$ cat src/rtl/symb_clk_div.sv
// symb_clk_div: multi-channel programmable clock-enable divider.
// Each channel divides the qualified clock (clk & clk_en) by its ratio N and
// produces a one-cycle tick plus a near-50% level. While a channel is running,
// ratio changes are shadowed and applied at the next period boundary or on sync.
module symb_clk_div #(
  parameter int NCH     = 4,
  parameter int CH_W    = 2,
  parameter int DIV_W   = 16,
  parameter int DEF_DIV = 1
) (
  input  logic             clk,
  input  logic             rs,
  input  logic             clk_en,
  input  logic             sync,
  input  logic             cfg_we,
  input  logic [CH_W-1:0]  cfg_ch,
  input  logic             cfg_en,
  input  logic [DIV_W-1:0] cfg_div,
  input  logic [CH_W-1:0]  rd_ch,
  output logic [DIV_W-1:0] rd_div,
  output logic             rd_en,
  output logic             rd_pend,
  output logic [NCH-1:0]   tick_out,
  output logic [NCH-1:0]   lvl_out
);

  // Readback mux spans every encodable channel number so out-of-range
  // selections read the zero padding entries.
  localparam int NSEL = 2**CH_W;
  localparam logic [DIV_W-1:0] DIV_ONE = DIV_W'(1);
  localparam logic [DIV_W-1:0] DEF_N   = DIV_W'(DEF_DIV);

  logic [DIV_W-1:0] w_act_sel [NSEL];
  logic [NSEL-1:0]  w_en_sel;
  logic [NSEL-1:0]  w_pend_sel;

  for (genvar gi = 0; gi < NSEL; gi++) begin : g_sel
    if (gi < NCH) begin : g_ch
      logic [DIV_W-1:0] r_act;
      logic [DIV_W-1:0] r_pnd;
      logic [DIV_W-1:0] r_cnt;
      logic             r_pend;
      logic             r_en;
      logic             r_tick;
      logic             r_lvl;

      logic             w_hit;
      logic             w_load;
      logic             w_shadow;
      logic             w_bypass;
      logic             w_wrap;
      logic [DIV_W-1:0] w_newn;
      logic [DIV_W-1:0] w_cnt_inc;
      logic [DIV_W-1:0] w_last;

      assign w_hit     = cfg_we && (cfg_ch == CH_W'(gi));
      // A write to an idle channel, or one that disables it, takes effect at once.
      assign w_load    = w_hit && (!r_en || !cfg_en);
      // A write to a running channel that keeps it running is shadowed.
      assign w_shadow  = w_hit && r_en && cfg_en;
      assign w_bypass  = (r_act <= DIV_ONE);
      assign w_cnt_inc = r_cnt + DIV_ONE;
      assign w_last    = r_act - DIV_ONE;
      // In bypass every qualified cycle ends a period.
      assign w_wrap    = clk_en && (w_bypass || (r_cnt == w_last));
      // Ratio for the period that begins on a wrap or sync; a same-cycle
      // write beats the shadow register.
      assign w_newn    = w_shadow ? cfg_div : (r_pend ? r_pnd : r_act);

      // Per-channel divider state: load, sync realign, wrap, count.
      always_ff @(posedge clk) begin
        if (rs) begin
          r_act  <= DEF_N;
          r_pnd  <= '0;
          r_pend <= 1'b0;
          r_en   <= 1'b0;
          r_cnt  <= '0;
          r_tick <= 1'b0;
          r_lvl  <= 1'b0;
        end else if (w_load) begin
          r_act  <= cfg_div;
          r_en   <= cfg_en;
          r_pend <= 1'b0;
          r_cnt  <= '0;
          r_tick <= 1'b0;
          r_lvl  <= 1'b0;
        end else if (!r_en) begin
          r_cnt  <= '0;
          r_tick <= 1'b0;
          r_lvl  <= 1'b0;
        end else if (sync) begin
          r_act  <= w_newn;
          r_pend <= 1'b0;
          r_cnt  <= '0;
          r_tick <= 1'b0;
          r_lvl  <= (w_newn > DIV_ONE);
        end else if (w_wrap) begin
          r_act  <= w_newn;
          r_pend <= 1'b0;
          r_cnt  <= '0;
          r_tick <= 1'b1;
          // A counted period restarts high; bypass keeps toggling.
          r_lvl  <= (w_newn > DIV_ONE) ? 1'b1 : ~r_lvl;
        end else begin
          r_tick <= 1'b0;
          if (w_shadow) begin
            r_pnd  <= cfg_div;
            r_pend <= 1'b1;
          end
          if (clk_en) begin
            r_cnt <= w_cnt_inc;
            r_lvl <= (w_cnt_inc < (r_act >> 1));
          end
        end
      end

      assign tick_out[gi]   = r_tick;
      assign lvl_out[gi]    = r_lvl;
      assign w_act_sel[gi]  = r_act;
      assign w_en_sel[gi]   = r_en;
      assign w_pend_sel[gi] = r_pend;
    end else begin : g_pad
      assign w_act_sel[gi]  = '0;
      assign w_en_sel[gi]   = 1'b0;
      assign w_pend_sel[gi] = 1'b0;
    end
  end

  // Registered readback of the selected channel's state.
  always_ff @(posedge clk) begin
    if (rs) begin
      rd_div  <= '0;
      rd_en   <= 1'b0;
      rd_pend <= 1'b0;
    end else begin
      rd_div  <= w_act_sel[rd_ch];
      rd_en   <= w_en_sel[rd_ch];
      rd_pend <= w_pend_sel[rd_ch];
    end
  end

endmodule
$ cat config.mk
export PLATFORM = sky130hd
export DESIGN_NAME = symb_clk_div
export DESIGN_NICKNAME = d
export VERILOG_FILES = /design/src/rtl/symb_clk_div.sv
export SDC_FILE = /design/constraint.sdc
export NUM_CORES = 1
export LEC_CHECK = 0
export BUFFER_PORTS_ARGS = -buffer_cell sky130_fd_sc_hd__buf_2
export CORE_MARGIN = 5
export CORE_UTILIZATION = 58
export CTS_CLUSTER_DIAMETER = 150
export DETAILED_ROUTE_END_ITERATION = 12
export PLACE_DENSITY_LB_ADDON = 0.2
export SYNTH_ARGS = -nofsm -noshare
export SYNTH_HDL_FRONTEND = slang
export SYNTH_SLANG_ARGS = --single-unit
$ cat constraint.sdc
create_clock -name clk -period 2.9 [get_ports clk]
set_input_delay 0 -clock clk [delete_from_list [all_inputs] [get_ports clk]]
set_output_delay 0 -clock clk [all_outputs]
set_load 0.01 [all_outputs]
Word-level counts from Yosys, hierarchy flattened
Cells that the tools add are included.
{"block": "classes", "order_cmp": 14, "eq_ne": 7, "mux": 63, "n_shift": 0, "div": 0, "bitwise_logic": 18, "n_mul": 0, "addsub": 8, "reduce_logical": 78}
{"cell": "16-bit two-way mux", "n": 26}
{"cell": "16-bit by 1-bit adder with 16-bit output, second input constant", "n": 4}
{"cell": "16-bit == test", "n": 4}
{"cell": "16-bit by 1-bit > comparator with 1-bit output, second input constant", "n": 4}
{"cell": "16-bit by 1-bit less-or-equal comparator with 1-bit output, second input constant", "n": 4}
{"cell": "16-bit by 15-bit < comparator with 1-bit output", "n": 4}
{"cell": "16-bit by 1-bit subtractor with 16-bit output, second input constant", "n": 4}
{"cell": "3-bit nonzero test", "n": 12}
{"cell": "1-bit two-way mux", "n": 34}
{"cell": "16-bit binary-select mux with 2-bit select", "n": 1}
{"cell": "1-bit logical AND", "n": 20}
{"cell": "5-bit AND reduction", "n": 4}
{"cell": "5-bit OR reduction", "n": 4}
{"cell": "1-bit inverter", "n": 17}
{"cell": "2-bit AND reduction", "n": 8}
{"cell": "4-bit OR reduction", "n": 4}
{"cell": "3-bit OR reduction", "n": 4}
{"cell": "1-bit logical OR", "n": 8}
{"cell": "2-bit nonzero test", "n": 4}
{"cell": "2-bit OR reduction", "n": 4}
{"cell": "1-bit logical NOT", "n": 5}
{"cell": "1-bit binary-select mux with 2-bit select", "n": 2}
{"cell": "2-bit == test, second input constant", "n": 2}
{"cell": "3-bit >= comparator, second input constant", "n": 1}
{"cell": "other kinds (4)", "n": 4}
{"block": "totals", "word_cells": 219, "rom_bits": 0, "mem_bits_rw": 0, "mem_count": 0, "latch_bits": 0, "ff_bits": 226, "out_inout_bits": 26, "inputBits": 26}

Longest topological paths before layout
{"block": "logic_depth", "ltp_word": 9, "mapped_depth": 15}

Least setup slack after synthesis
OpenSTA, ideal clock, no wires.
{"block": "synth_path", "kind": "register -> register", "from": "register g_sel[3].g_ch.r_act[0]", "to": "register g_sel[3].g_ch.r_pnd[10]", "t_required_ns": 2.828, "arrival_time_ns": 3.069, "synth_period_minus_slack_ns": 3.141, "setup_slack_ns": -0.241, "setup_ns": 0.072, "path_stages_with_launch": 14, "cell_sequence": "dfxtp_1 > inv_1 > ha_1 > or3b_2 > clkbuf_1 > nor4_1 > xnor2_1 > o211ai_1 > nor4bb_1 > a21oi_1 > o211ai_1 > buf_4 > buf_4 > mux2i_1"}
{"block": "synth_via", "elab_chain_cells": 6, "elab_cells_between_ends": 7, "cone_classes": "1 x add/sub; 1 x order compare; 1 x eq/ne; 1 x bitwise; 3 x reduce/logical"}
{"element": "start: declaration", "line_no": "39", "source": "logic [DIV_W-1:0] r_act;"}
{"element": "start signal: assignment", "line_no": "81", "source": "r_act <= cfg_div;"}
{"element": "start signal: assignment", "line_no": "92", "source": "r_act <= w_newn;"}
{"element": "start signal: assignment", "line_no": "98", "source": "r_act <= w_newn;"}
{"element": "16-bit by 1-bit subtractor with 16-bit output", "line_no": "63", "source": "assign w_last = r_act - DIV_ONE;"}
{"element": "16-bit == test", "line_no": "65", "source": "assign w_wrap = clk_en && (w_bypass || (r_cnt == w_last));"}
{"element": "1-bit logical OR (*)", "line_no": "65"}
{"element": "1-bit logical AND (*)", "line_no": "65"}
{"element": "1-bit inverter (no source line) (*)"}
{"element": "5-bit AND reduction (no source line) (*)"}
{"element": "end signal: assignment", "line_no": "107", "source": "r_pnd <= cfg_div;"}
{"element": "end: declaration", "line_no": "40", "source": "logic [DIV_W-1:0] r_pnd;"}
Every way passes the cells marked *; elsewhere a longest branch is shown, timed or not.
A chain may end at the register's enable or synchronous reset.

Final worst setup path
{"block": "layout_path", "from": "register g_sel[0].g_ch.r_act[1]", "to": "register g_sel[0].g_ch.r_act[10]"}
{"block": "layout_via", "elab_chain_cells": 6, "elab_cells_between_ends": 7, "cone_classes": "1 x add/sub; 1 x order compare; 1 x eq/ne; 4 x reduce/logical"}
{"element": "start: declaration", "line_no": "39"}
{"element": "start signal: assignment", "line_no": "81"}
{"element": "start signal: assignment", "line_no": "92"}
{"element": "start signal: assignment", "line_no": "98"}
{"element": "16-bit by 1-bit subtractor with 16-bit output", "line_no": "63"}
{"element": "16-bit == test", "line_no": "65"}
{"element": "1-bit logical OR (*)", "line_no": "65"}
{"element": "1-bit logical AND (*)", "line_no": "65"}
{"element": "3-bit nonzero test (no source line) (*)"}
{"element": "2-bit AND reduction (no source line) (*)"}
Marks and branches as above.

==> run_results.csv <==
group,metric,value,unit
outcome,status,"finished, violations left",
outcome,violations,"setup timing",
placed_design,gp_congestion,1.001,
die,die_w,175.1,µm
clock_network,path_clk_slew,60,ps
global_routing,grt_overflow,0,
die,die-area,30670,µm²
sta,finClkSkew,13.12,ps
pwr,p_int,6.071,mW
setup_path,critical_path.startpoint_type,"flip-flop",
global_routing,grt_pass1_wl,81560,µm
synth,synth_commonest_cells,"dfxtp_1 (226), nand2_1 (200), nor2_1 (133)",
placed_design,post-dp-hpwl,37930,µm
sta,tightestPinTransition,907.7,ps
synth,synth_area,15820,µm²
pwr,combPwrFrac,16.0,%
pwr,total_power,8.361,mW
sta,setup_viol,29,
synth,synth-seq-area-share,28.60,%
finish,syn2layout_area_growth,21.34,%
setup_path,critPathTopFamily,"compound AO/OA/AOI/OAI gates",
synth,ys.flop_type,"dfxtp_1",
sta,fin_ws,-69.97,ps
synth,synth_fa_ha_area_share,5.379,%
pwr,powerDensity,435.6,nW/µm²
placed_design,port_buffers,51,
clock_network,cts.sinks,226,
die,ios,52,
synth,yosys.area_share.simple,21.93,%
die,num_rows,60,
synth,synth_most_common_cell,"dfxtp_1",
setup_path,critical_path_class,"flip-flop to flip-flop",
finish,utilization,71.42,%
sta,finalCriticalPeriod,2970,ps
finish,final_cell_count_no_fill,2416,
sta,fin_crit_sh,102.4,%
synth,synth_nets,2028,
synth,synth-compound-area-share,16.48,%
die,coreArea,26880,µm²
synth,synth.area.mux_share,9.555,%
routing,via_per_inst,6.450,
routing,wl_per_cell,21.96,µm
synth,synth_cell_type_count,86,
finish,layout-drive-gt1-share,22.81,%
synth,synth_top_family_by_area,"simple AND/OR/NAND/NOR gates",
setup_path,path_cells,"buf_6 -> or4_4 -> or3_4 -> a2111oi_4 -> o2111ai_2 -> nor4_4 -> o311a_4 -> o22ai_4 -> a221oi_2",
clock_network,clk_path_buf_depth,3,
hold_path,min_path_type,"input pin to flip-flop",
routing,drt_first_pass_iters,6,
synth,synthArstFlopShare,0,%
sta,drv_slew,0,
routing,routed_wl,53060,µm
routing,drt_iter0_drc,1776,
finish,nets,2148,
synth,synth_cells,1934,
setup_path,worstPathRequired,3350,ps
global_routing,grtUsageTotal,32.77,%
setup_path,cp_max_fo,7,
global_routing,grt_max_degree,74,
synth,synth_edf_count,0,
global_routing,antenna_found_initial,0,
sta,rsz0062_at_grt,"yes",
pwr,seqPwrFrac,38.1,%
pwr,ir_worst_vdd,0.4454,mV
setup_path,max_stage_delay,480,ps
synth,ys_ff_latch,226,
synth,ys.warnings.count,0,
routing,via_count,15580,
synth,synthTopCellsByArea,"dfxtp_1 (29%), mux2i_1 (6.9%), xor2_1 (6.2%)",
die,start_util,58.85,%
sta,hold_viol_final,0,
synth,synth_top_area_share,28.60,%
setup_path,cpMaxStageDelayCell,"or4_4",
routing,ant_nets,0,
pwr,netSwitchingPower,2.291,mW
synth,yosys.area_share.xor_xnor,10.41,%
synth,synth_top_cell_by_area,"dfxtp_1",
clock_network,clk_latency,550,ps
clock_network,cts_buffers,26,
placed_design,dp.cells,2326,
setup_path,endpoint_kind,"flip-flop",
clock_network,cts_tree,"done",
setup_path,crit_buf_inv,1,
setup_path,arrival,3420,ps
sta,max_freq,336.7,MHz
synth,syn_area_per_cell,8.179,µm²
pwr,clkPwrFrac,45.9,%
global_routing,grt_pass1_vias,14810,
finish,fillCellCount,2091,
die,die_h,175.1,µm
clock_network,htree_num_levels,1,
routing,drcViolationCount,0,
pwr,p_sw_share,27.40,%
clock_network,clockRootBuffer,"clkbuf_16",
pwr,p_leak,7.712,nW
sta,max_slew_margin,38.93,%
job,cap_violations,0,
-- kinds of logic after synthesis --
family / count (synthesis)
compound gates: 368
xor+xnor: 188
fa+ha+maj: 68
buf+inv: 264
flops: 226
mux: 128
simple gates: 692
-- cell type report --
cell class / instances / area (µm²) / share of cell area [%]
flip-flops and latches: 226 / 4548 / 23.70
well taps: 341 / 426.7 / 2.223
repair buffers: 280 / 2188 / 11.40
clock inverters: 15 / 265.3 / 1.382
inverters: 75 / 282.8 / 1.473
clock buffers: 33 / 728.2 / 3.794
multi-input cells: 1445 / 10750 / 56.02
diodes: 1 / 2.502 / 0.01304
-- layer usage --
layer | vias to the layer above | GRT usage (%) | part of all wire [%]
met3 | 192 | 6.426 | 10
met5 | - | 0 | 0
li1 | 7222 | - | -
met4 | 0 | 12.37 | 4.7
met1 | 7373 | 43.62 | 41
met2 | 797 | 52.77 | 44
-- flip-flops by register name, summed over array words and instances, names as in the netlist --
signal and flops:
g_sel.g_ch.r_en 4, g_sel.g_ch.r_pnd 64, g_sel.g_ch.r_act 64, g_sel.g_ch.r_tick 4, rd_en 1, g_sel.g_ch.r_cnt 64, rd_div 16, g_sel.g_ch.r_pend 4
g_sel.g_ch.r_lvl 4, rd_pend 1
-- worst register-to-register path: cells and delay by family (launching register included) --
kind | cells | cell delay, ps
flops | 1 | 330
buf+inv | 1 | 110
compound gates | 5 | 1380
simple gates | 3 | 1060
-- through the flow --
stage / setup TNS, ps / hold WS, ps / instance area, µm² / setup slack, ps
after detailed placement: -6795 / 394.0 / 17170 / -322.4
final: -519.4 / 35.80 / 19190 / -69.97
after CTS: -2019 / 0.6916 / 18630 / -130.6
after global placement: -2166 / 396.1 / 17170 / -139.6
after floorplan: -1.071 / 147.2 / 15930 / -0.3941
after global routing: -9913 / 33.91 / 19190 / -213.4
-- worst paths after layout --
| path | startpoint | end | slack, ps | cells past startpoint |
|---|---|---|---|---|
| worst max-delay path | g_sel[0].g_ch.r_act[1]$_SDFFE_PP0P_ | g_sel[0].g_ch.r_act[10]$_SDFFE_PP0P_ | -70 | 9 |
| worst min-delay path | cfg_div[9] | g_sel[1].g_ch.r_pnd[9]$_SDFFE_PP0P_ | 40 | 4 |
| worst max register to register | g_sel[0].g_ch.r_act[1]$_SDFFE_PP0P_ | g_sel[0].g_ch.r_act[10]$_SDFFE_PP0P_ | -70 | 9 |
| worst min register to register | g_sel[2].g_ch.r_pnd[15]$_SDFFE_PP0P_ | g_sel[2].g_ch.r_pnd[15]$_SDFFE_PP0P_ | 460 | 2 |
-- power groups by stage --
stage | clock, mW | combinational [mW] | sequential [mW]
final | 3.83 | 1.34 | 3.19
after global routing | 3.99 | 1.41 | 3.19
after CTS | 3.85 | 1.21 | 3.18
after detailed placement | 0 | 1.13 | 3.25
after global placement | 0 | 1.12 | 3.25
after floorplan | 0 | 0.740 | 3.24
-- what timing repair did --
action / 4_1_cts / 5_1_grt
buffers inserted: 6 / 9
hold endpoints to repair: 76 / 0
pin swaps: 26 / 56
setup endpoints to repair: 107 / 143
hold buffers: 20 / 0
gates resized for setup: 35 / 111
cloned: 2 / 6
-- cells in the final DEF (no fill, tap or decap), drive strengths merged, types with 65 or more instances in the layout --
| cell | count |
|---|---|
| nand3 | 67 |
| nand2 | 200 |
| o21ai | 84 |
| dfxtp | 226 |
| mux2i | 109 |
| buf | 257 |
| nor2 | 134 |
| xnor2 | 76 |
| inv | 74 |
| ha | 68 |
| xor2 | 112 |
| nor3 | 65 |
(Power assumes the default switching activity.)
